===== src/rtl/vote_collector.sv =====
// Sequential ballot collector that feeds the 4-voter majority decoder.
// Optional build macro VOTE_COUNT_EN adds the vote_cnt output.
module vote_collector #(
   parameter int WINDOW_CYC = 1000,
   parameter int HOLD_CYC   = 16
) (
   input  logic       clk,
   input  logic       rst_n,
   input  logic       start,
   input  logic [3:0] vote_req,
   input  logic [3:0] vote_val,
   output logic [3:0] vote_ack,
   output logic [3:0] ballot,
   output logic       ballot_valid,
   output logic       timeout,
   output logic       busy
`ifdef VOTE_COUNT_EN
   ,
   output logic [2:0] vote_cnt
`endif
);

   typedef enum logic [1:0] {
      S_IDLE,
      S_OPEN,
      S_PUBLISH,
      S_HOLD
   } state_t;

   localparam logic [15:0] WIN_LOAD  = 16'(WINDOW_CYC - 1);
   localparam logic [7:0]  HOLD_LOAD = 8'(HOLD_CYC - 1);

   state_t      state, state_next;
   logic [15:0] win_cnt;
   logic [7:0]  hold_cnt;
   logic [3:0]  voted;
   logic [3:0]  accept;

   // NOTE: every variable written here gets a default first, so no path can infer a latch.
   always_comb begin
      state_next = state;
      accept     = '0;
      case (state)
         S_IDLE: begin
            if (start) state_next = S_OPEN;
         end
         S_OPEN: begin
            accept = vote_req & ~voted;
            // A full mask publishes on the following edge; expiry publishes whatever is in.
            if (&voted || win_cnt == 16'd0) state_next = S_PUBLISH;
         end
         S_PUBLISH: state_next = S_HOLD;
         S_HOLD: begin
            if (hold_cnt == 8'd0) state_next = S_IDLE;
         end
         default: state_next = S_IDLE;
      endcase
   end

   // NOTE: sequential state uses non-blocking assignments so all flops update from pre-edge values.
   always_ff @(posedge clk or negedge rst_n) begin
      if (!rst_n) begin
         state    <= S_IDLE;
         win_cnt  <= '0;
         hold_cnt <= '0;
         voted    <= '0;
         ballot   <= '0;
         timeout  <= 1'b0;
         vote_ack <= '0;
      end else begin
         state    <= state_next;
         vote_ack <= accept;
         case (state)
            S_IDLE: begin
               if (start) begin
                  ballot  <= '0;
                  voted   <= '0;
                  timeout <= 1'b0;
                  win_cnt <= WIN_LOAD;
               end
            end
            S_OPEN: begin
               win_cnt <= win_cnt - 16'd1;
               ballot  <= (ballot & ~accept) | (vote_val & accept);
               voted   <= voted | accept;
               // A vote landing on the final window cycle still completes the ballot.
               if (win_cnt == 16'd0 && !(&voted)) timeout <= ~&(voted | accept);
            end
            S_PUBLISH: hold_cnt <= HOLD_LOAD;
            S_HOLD:    hold_cnt <= hold_cnt - 8'd1;
            default: ;
         endcase
      end
   end

   assign ballot_valid = (state == S_PUBLISH);
   assign busy         = (state != S_IDLE);

`ifdef VOTE_COUNT_EN
   function automatic logic [2:0] popcount4(input logic [3:0] v);
      return 3'(v[0]) + 3'(v[1]) + 3'(v[2]) + 3'(v[3]);
   endfunction

   always_ff @(posedge clk or negedge rst_n) begin
      if (!rst_n) begin
         vote_cnt <= '0;
      end else if (state == S_IDLE && start) begin
         vote_cnt <= '0;
      end else if (state == S_OPEN) begin
         vote_cnt <= vote_cnt + popcount4(accept);
      end
   end
`endif

endmodule

===== config.mk =====
export PLATFORM = sky130hd
export DESIGN_NAME = vote_collector
export DESIGN_NICKNAME = d
export VERILOG_FILES = /design/src/rtl/vote_collector.sv
export SDC_FILE = /design/constraint.sdc
export NUM_CORES = 1
export LEC_CHECK = 0
export BUFFER_PORTS_ARGS = -buffer_cell sky130_fd_sc_hd__buf_4
export CAP_MARGIN = 10
export CORE_MARGIN = 2
export CORE_UTILIZATION = 58
export CTS_BUF_LIST = sky130_fd_sc_hd__clkbuf_16
export DETAILED_ROUTE_END_ITERATION = 8
export PLACE_DENSITY = 0.9
export SYNTH_ARGS = -nofsm -noshare
export SYNTH_HDL_FRONTEND = slang
export SYNTH_SLANG_ARGS = --single-unit

===== constraint.sdc =====
create_clock -name clk -period 2.2 [get_ports clk]
set_clock_uncertainty 0.1 [all_clocks]
set_input_delay 0.33 -clock clk [delete_from_list [all_inputs] [get_ports clk]]
set_output_delay 0.33 -clock clk [all_outputs]
set_load 0.02 [all_outputs]

Word-level counts from Yosys, hierarchy flattened. Cells that the tools add are included.

Bits in latches: 0. Logic and storage cells: 52. Bits in writable memories: 0. Output and inout bits: 11. Memories kept: 0. Memory bits (read-only): 0. Bits in registers: 39. Input bits: 11.

Multiply operators: 0. Equality and inequality tests: 7. Multiplexer cells: 14. Add/subtract/negate cells: 2. Bitwise logic cells: 7. Shift-type cells: 0. Order comparisons: 0. Div/mod/pow operators: 0. Reduce and logical (&&, ||, !) cells: 15.

Operator list (number): $pmux W16 S2 (1); $logic_not A16 Y1 (1); $mux W16 (1); $pmux W4 S2 (2); $pmux W8 S2 (1); $sub A16 B1 Y16 const B (1); $and A4 B4 Y4 (3); $logic_not A8 Y1 (1); $mux W4 (2); $ne A2 B2 Y1 const B (4); $not A4 Y4 (2); $or A4 B4 Y4 (2); $pmux W2 S4 (1); $reduce_and A4 Y1 (2); $sub A8 B1 Y8 const B (1); $mux W2 (3); $reduce_and A3 Y1 (2); $reduce_bool A2 Y1 (3); $eq A2 B2 Y1 const B (2); $eq A2 B1 Y1 const B (1); $logic_not A1 Y1 (2); $logic_not A2 Y1 (1); $mux W1 (2); $pmux W1 S2 (1); other kinds (3) (3).

Depth between registers and ports, before layout. Gate-level depths: netlist of run 1.

Word-level depth: 8. Gate-level depth with buffers: 8.

Worst setup path after synthesis of run 1. No wires, ideal clock.

Path type: register to register. Start point: register state[0]. End point: register win_cnt[4]. Data arrival time: 1.687 ns. Clock period less this slack: 1.908 ns. Stages on the path, launching flop included: 8. Buffers on the path: 1. Path slack: 0.292 ns. Path through: dfrtp_1 inv_1 ha_1 buf_2 mux2i_1 nor3_1 a21o_1 a22o_1.

Longest elaborated chain between the ends: 3. Elaborated cells on any way between the ends: 6. Those cells by class: eq/ne: 2; mux: 1; reduce/logical: 3.

RTL lines: start, declared (line 33) `state_t state, state_next;`; start signal, assigned (line 71) `state <= state_next;`; $eq A2 B1 Y1 / $logic_not A2 Y1 (equally long branches) (line 73) `case (state)`; $reduce_bool A2 Y1 (no source line) / $ne A2 B2 Y1 (equally long branches); $reduce_and A2 Y1 (no source line); end signal, assigned (line 83) `win_cnt <= win_cnt - 16'd1;`; end, declared (line 34) `logic [15:0] win_cnt;`.

Parallel ways exist; a longest one is shown, timed or not. A chain may end at the register's enable or synchronous reset.

Worst setup path after layout of run 1.
Start point: register state[0]. End point: register win_cnt[15].

The elaborated chain is that of the path after synthesis.

==> results.txt, run 1 <==
- Number of synthesized flops with an enable pin: 0
- Min cycle time layout: 2.05 ns
* Die Span X: 63.0 um
- Path class of the lowest-slack min-delay path: input port to flip-flop
* Via count: 1644
- Final hold violation count: 0
- Area growth syn-to-layout: 20.5%
- The clock passes through at most 2 buffers.
* Startpoint kind of the worst setup timing path: flip-flop
- The count of pins over their slew limit is 0.
- CP Cell Sequence: inv_1 -> ha_1 -> mux2_4 -> nand4_2 -> or4_1 -> a21oi_1
- The run finished with clean final reports.
- The first global-routing pass estimated 7480 um of wire.
* Accumulated negative setup slack: 0 ns
- Among all cell types in the netlist, the one instantiated most often is dfrtp_1.
* FP Rows: 21
- Setup repair bufs after CTS: 0
- The detail route stage leaves a number of antenna-violating nets equal to 0.
* Final period util: 0.930
- Of the post-synthesis cell area, the dominant cell type holds 0.484.
* Number of nets in the final layout: roughly 250
- In the global route stage, overall resource usage came out at 0.246.
- The most used flip-flop cell after synthesis is dfrtp_1.
- After global routing the overflow that remains totals 0.
- After legalization and detailed placement, the total HPWL measured a little under 3000 um.
- Clock tree synthesis selected as its root buffer the cell clkbuf_16.
* Number of port buffers: 21
- The die covers 3970 um^2.
- Number of antenna cells inserted: 0
* Number of design rule violations left after detail routing: 0
- Final core occ: 0.729
* PwrDens: ~1200 nW/um^2
- Setup repair after global routing missed its margin: no
- STA classifies the critical path endpoint as a flip-flop.
- Fin worst setup slack: ~0.15 ns
* Clk pin slew, worst setup/hold paths: about 0.06 ns
- Library cell occupying the most area in the post-synthesis netlist: dfrtp_1
- # Max-Cap Violations: 0
* Fraction of layout cells with a size suffix above 1: 0.203
* Worst-Margin Slew: 0.494 ns
- The initial utilization of the core area, before any placement, comes to 0.604.
- After synthesis the netlist holds a flip-flop and latch count of 39.
- Setup violations remaining at the end of the flow were counted as 0.
- Number of nets produced by synthesis: around 220
- The commonest cells after synthesis are dfrtp_1, nand2_1, a21oi_1.
* Max H-tree Level: 2
- Dividing the detail-routed wire length by the instance count gives roughly 16 um.
- In this run, placement finished with an instance count of 273.
* Cells after Synth: 204
- P_leak: approximately 0.0011 uW
- Prior to clock tree synthesis, the placed netlist has a worst setup slack of 0.164 ns.
- In the routed layout, each cell is associated on average with a via count of slightly below 6.
* Number of standard cells in the layout, taps in and fillers out: 282
- First-pass DRT Iterations: 4
- Averaged over all synthesized cells, the footprint is 9.89 um^2.
- For this run, the register share of the synthesized area comes to 0.484.
* Clk sinks: 39
* Count of cell types in the netlist: 46
- At the worst endpoint, the required time is 2.31 ns.
- Register-to-register setup slack: between 0.15 and 0.2 ns
* Number of top-level design ports: 22
- TritonCTS built the clock tree.
* Routed wire length: between 4000 and 5000 um
- Delay contributed by the slowest stage of the critical path: 0.45 ns
* Achievable Freq: 489 MHz
- TritonCTS created 5 clock buffers.
* Vertical extent of the die: 63.0 um
* Number of warnings issued by yosys: 0
* FFs w/ async S/R, synth: 1.00
* Largest fanout on the critical path: 10
- The initial antenna violation count is 0.
- Data arrival, critical path: 2.15 ns
* Global placement routability congestion: 0.775
- Synth top area cells: dfrtp_1, a21oi_1, ha_1, nand2_1, nor2_1
- Starting DRC count in detailed routing: 79
- For the worst-skew pair, the clock arrives at the later sink with an insertion delay of 0.29 ns.
- Floorplan core area: 3340 um^2
- Maximum vdd drop: 754 uV
- CP Class: flip-flop to flip-flop
- Relative slew margins: 0.664
- Number of global-route vias before repair: between 1500 and 2000
- Summing every instance area after synthesis gives ~2000 um^2.
* Largest net degree at the start of global routing: 40
- Smallest hold slack: 0.224 ns
* CP max stage cell: or4_1
## layer usage
layer	vias up	routed length (um)	GRT usage	part of all wire
met3	7	152	0.0613	0.034
li1	797	-	-	-
met4	0	69	0.0917	0.016
met5	-	0	0	0
met2	34	2150	0.392	0.49
met1	806	2030	0.327	0.46
## cell usage in the layout, fill, tap and decap left out, types with 2 or more instances in the layout
cell / n
nor2_1: 17
nand4_2: 2
buf_4: 28
nand2_1: 23
nor3b_1: 2
nor3_2: 2
or4_1: 3
o21ai_0: 9
nand3_1: 3
dfrtp_1: 39
a22o_1: 4
nor4_1: 4
nand3b_1: 4
a21oi_1: 19
xnor2_1: 4
o31ai_1: 3
nor3_1: 3
mux2i_1: 3
clkinv_4: 2
nand2b_1: 2
or3_1: 3
xor2_1: 6
nand4_1: 4
clkbuf_16: 5
ha_1: 7
inv_1: 11
## registers in the layout (all words and copies together), names as in the netlist
register and cells:
voted 4, hold_cnt 8, ballot 4, win_cnt 16
vote_ack 4, state 2, timeout 1
## what timing repair did
item,4_1_cts,5_1_grt
gates resized for setup,0,2
endpoints found under the hold margin,39,0
setup endpoints to repair,0,4
hold buffers,1,0
## area by class of cell
class / instances / area [um^2]
clock inverter: 3 / 25.0
multi-input combinational: 149 / 986
fill: 231 / 906
inverter: 11 / 41.3
clock buffer: 5 / 125
tap: 46 / 57.6
sequential: 39 / 976
timing repair buffer: 29 / 220
## critical path: cells and delay by family (launching register included)
family | cells | cell delay [ns]
adders and majority gates | 1 | 0.28
muxes | 1 | 0.26
AOI/OAI and AO/OA | 1 | 0.17
and+or+nand+nor | 2 | 0.61
DFF | 1 | 0.40
buffers and inverters | 1 | 0.13
## where the power goes
group | total [uW] | internal [uW] | switching [uW]
clock | 719 | 423 | 296
sequential | 998 | 859 | 139
combinational | 1130 | 458 | 669
## cell families (layout without fill, tap and decap cells)
family	count (synthesis)	in the layout	share of synthesized area
buffers and inverters	16	48	0.0310
DFF	39	39	0.484
xor gates and xnor gates	10	10	0.0434
and+or+nand+nor	80	80	0.224
AOI/OAI and AO/OA	46	46	0.143
muxes	6	6	0.0310
adders and majority gates	7	7	0.0434
## per-stage QoR
| step | cell area (um^2) | power [uW] |
|---|---|---|
| final | 2430 | 2840 |
| after global routing | 2430 | 3020 |
| after CTS | 2420 | 2830 |
| after detailed placement | 2260 | 2090 |
| after global placement | 2260 | 2030 |
| after floorplan | 2020 | 1700 |
## worst paths after layout
| path | startpoint | depth (start not counted) | endpoint |
|---|---|---|---|
| worst max-delay path | state[0] | 6 | win_cnt[15] |
| worst min-delay path | vote_req[3] | 3 | voted[3] |
| worst max register to register | state[0] | 6 | win_cnt[15] |
| worst min register to register | hold_cnt[7] | 1 | hold_cnt[7] |
| max in group asynchronous | rst_n | 2 | win_cnt[10] |
| min in group asynchronous | rst_n | 2 | win_cnt[12] |
Power figures use the tool's default switching activity.
==> inputs of run 2 (changes only) <==
--- a/config.mk
+++ b/config.mk
@@ -7,7 +7,6 @@
 export LEC_CHECK = 0
 export BUFFER_PORTS_ARGS = -buffer_cell sky130_fd_sc_hd__buf_4
 export CAP_MARGIN = 10
-export CORE_MARGIN = 2
 export CORE_UTILIZATION = 58
 export CTS_BUF_LIST = sky130_fd_sc_hd__clkbuf_16
 export DETAILED_ROUTE_END_ITERATION = 8
==> results.txt, run 2 (synthesis results as in run 1) <==
- The flow ran to the end, and the final reports show no timing, DRC or antenna violations.
* Overall Global Routing Usage: 0.265 (+0.0184)
- Achievable Freq: 497 MHz (+1.6%)
- The horizontal die dimension was 61.0 um (-3.2%).
* Final hold violation count: 0 (unchanged)
- The count of pins over their slew limit is 0 (unchanged).
- Maximum vdd drop: 916 uV (+21%)
- Crit path top cell by count: buf_4
- The overall die area was 3720 um^2 (-6.3%).
* Placed wire-length estimate: 3040 um (+2.2%)
* PwrDens: 1160 nW/um^2 (-0.54%)
- Longest Clk Path Bufs: 2 (unchanged)
* Worst-Margin Slew: 0.506 ns (+0.0119 ns)
- Worst setup startpoint: state[0]
- The final critical path time including I/O delays and setup was 2.01 ns (-0.0331 ns).
- Vertical extent of the die: 61.0 um (-3.2%)
- Largest fanout on the critical path: 7 (-3)
- The library cell used most frequently in the layout, excluding fill and tap cells, is dfrtp_1.
- The effective utilization at floorplan came to 0.604 (unchanged).
- P_leak: 0.00114 uW (+0.30%)
* Final setup fails: 0 (unchanged)
- More flip-flops sit in one register than any other, and that register is win_cnt.
- The area growth from synthesis to layout is 19.9%.
- Setup repair after global routing missed its margin: no
- The logic depth of the worst register-to-register path came to 7 (+1).
* Smallest hold slack: 0.222 ns (-0.00179 ns)
- The number of fill cells is 243 (+5.2%).
- In this run the worst hold path is classified as input port to flip-flop.
- The post-detailed-route via-to-cell ratio is 5.72 (-1.9%).
* ANT nets after route: 0 (unchanged)
* Max H-tree Level: 2 (unchanged)
* Commonest non-fill, non-tap cells in the layout: dfrtp_1, buf_4, nand2_1
- The tree is rooted in a clkbuf_16.
- The worst setup path is of the flip-flop to flip-flop kind.
* # Max-Cap Violations: 0 (unchanged)
- Number of nets in the final layout: 253 (unchanged)
- The number of placed I/O pins came to 22 (unchanged).
* Critical Path Sink: win_cnt[11]
* Clk pin slew, worst setup/hold paths: 0.06 ns (about the same)
* Final period util: 0.915 (-0.0151)
- Data required time of the worst path: 2.30 ns (about the same)
* Number of global-route vias before repair: 1605 (+3.2%)
* CP Cell Sequence: inv_1 -> ha_1 -> buf_4 -> mux2i_1 -> buf_4 -> nor2_1 -> a21oi_1
- Largest regs: win_cnt: 16 flops, hold_cnt: 8 flops
- STA classifies the critical path endpoint as a flip-flop.
* Fraction of layout cells with a size suffix above 1: 0.199 (-0.00424)
- Number of port buffers: 21 (unchanged)
- Number of design rule violations left after detail routing: 0 (unchanged)
* First-pass DRT Iterations: 6 (+2)
* Global-route wire length before repair: 7000 um (-6.4%)
- The largest net degree at the start of global routing is 40 (unchanged).
* Number of flip-flops under the largest register name: 16 (unchanged)
* Startpoint of the tightest hold check path: vote_req[3]
- The stage delay of the slowest cell on the critical path is 0.40 ns (-0.05 ns).
- Routed wire length: 4410 um (+0.16%)
* Register-to-register setup slack: 0.19 ns (+0.03 ns)
* Relative slew margins: 0.663 (-0.00141)
- The number of clock sinks came to 39 (unchanged).
- WL/cell: 15.7 um (+0.16%)
- Initial antenna violation count: 0 (unchanged)
* Total congestion overflow: 0 (unchanged)
* Clock tree from TritonCTS: done
* Startpoint kind of the worst setup timing path: flip-flop
* Number of antenna cells inserted: 0 (unchanged)
- In this run the critical register-to-register path is launched from state[0].
- The source-to-sink clock delay at the later pin of the worst-skew pair was 0.28 ns (about the same).
- The setup TNS was 0 ns (unchanged).
- Starting DRC count in detailed routing: 85 (+7.6%)
* Via count: 1612 (-1.9%)
- Data arrival, critical path: 2.11 ns (-0.04 ns)
- The slowest stage of the critical path belongs to the cell dfrtp_1.
* Floorplan core area: 3340 um^2 (unchanged)
- The routability congestion estimate from global placement is 0.771 (-0.53%).
- The number of placement rows was 21 (unchanged).
* Total CTS buffers: 5 (unchanged)
- Capture instance of the worst register-to-register path: win_cnt[11]
[run 2: cell count changes in the layout (fill, tap and decap cells not counted)]
cell,previous run,this run
clkinvlp_4,1,0
clkinv_4,2,0
clkinv_2,0,3
mux2i_1,3,4
mux2i_2,1,0
[run 2: per-stage QoR]
step | total power, uW | worst slack (ns) | instances | cell area (um^2) | utilization
after floorplan | 1700 | 0.292 | 204 | 2020 | -
after global placement | 2040 | 0.269 | 273 | 2260 | 0.678
after detailed placement | 2090 | 0.162 | 273 | 2260 | 0.678
after CTS | 2800 | 0.139 | 282 | 2410 | 0.723
after global routing | 2980 | 0.0571 | 282 | 2420 | 0.724
final | 2810 | 0.186 | 282 | 2420 | 0.724
[run 2: worst max-delay path: cells and delay by family, from the launching register on]
family,cells,cell delay (ns)
AND/OR/NAND/NOR,1,0.13
buffers and inverters,3,0.54
flip-flops,1,0.40
multiplexers,1,0.37
AO/OA/AOI/OAI,1,0.16
adder cells (fa/ha/maj),1,0.23
[run 2: repair_timing]
action	CTS	global route
gates resized for setup	0	1
buffers inserted	0	0
endpoints found under the hold margin	39	0
endpoints found under the setup margin	0	1
hold buffers	1	0
[run 2: worst min path at each step]
stage	to	slack, ns	cells after the start
after global routing	voted[0]	0.25	3
final	voted[3]	0.22	3
after floorplan	ballot[0]	-0.07	0
after global placement	hold_cnt[5]	0.23	1
after detailed placement	hold_cnt[7]	0.23	1
after CTS	voted[3]	0.22	3
[run 2: cell type report]
class,instances,area [um^2],share of cell area
Multi-Input combinational cell,149,982,0.406
Clock buffer,5,125,0.0518
Sequential cell,39,976,0.404
Clock inverter,3,15.0,0.00621
Tap cell,46,57.6,0.0238
Timing Repair Buffer,29,220,0.0911
Inverter,11,41.3,0.0171
[run 2: where the power goes]
part | total, uW | internal, uW | switching [uW] | leakage (uW)
Combinational | 1130 | 452 | 677 | 0.000594
Clock | 691 | 413 | 278 | 0.0000733
Sequential | 993 | 859 | 135 | 0.000478
[run 2: routing by layer]
layer / global-route usage / share of wire
met1: 0.299 / 0.45
met2: 0.474 / 0.52
met3: 0.0704 / 0.023
met4: 0.107 / 0.012
met5: 0 / 0
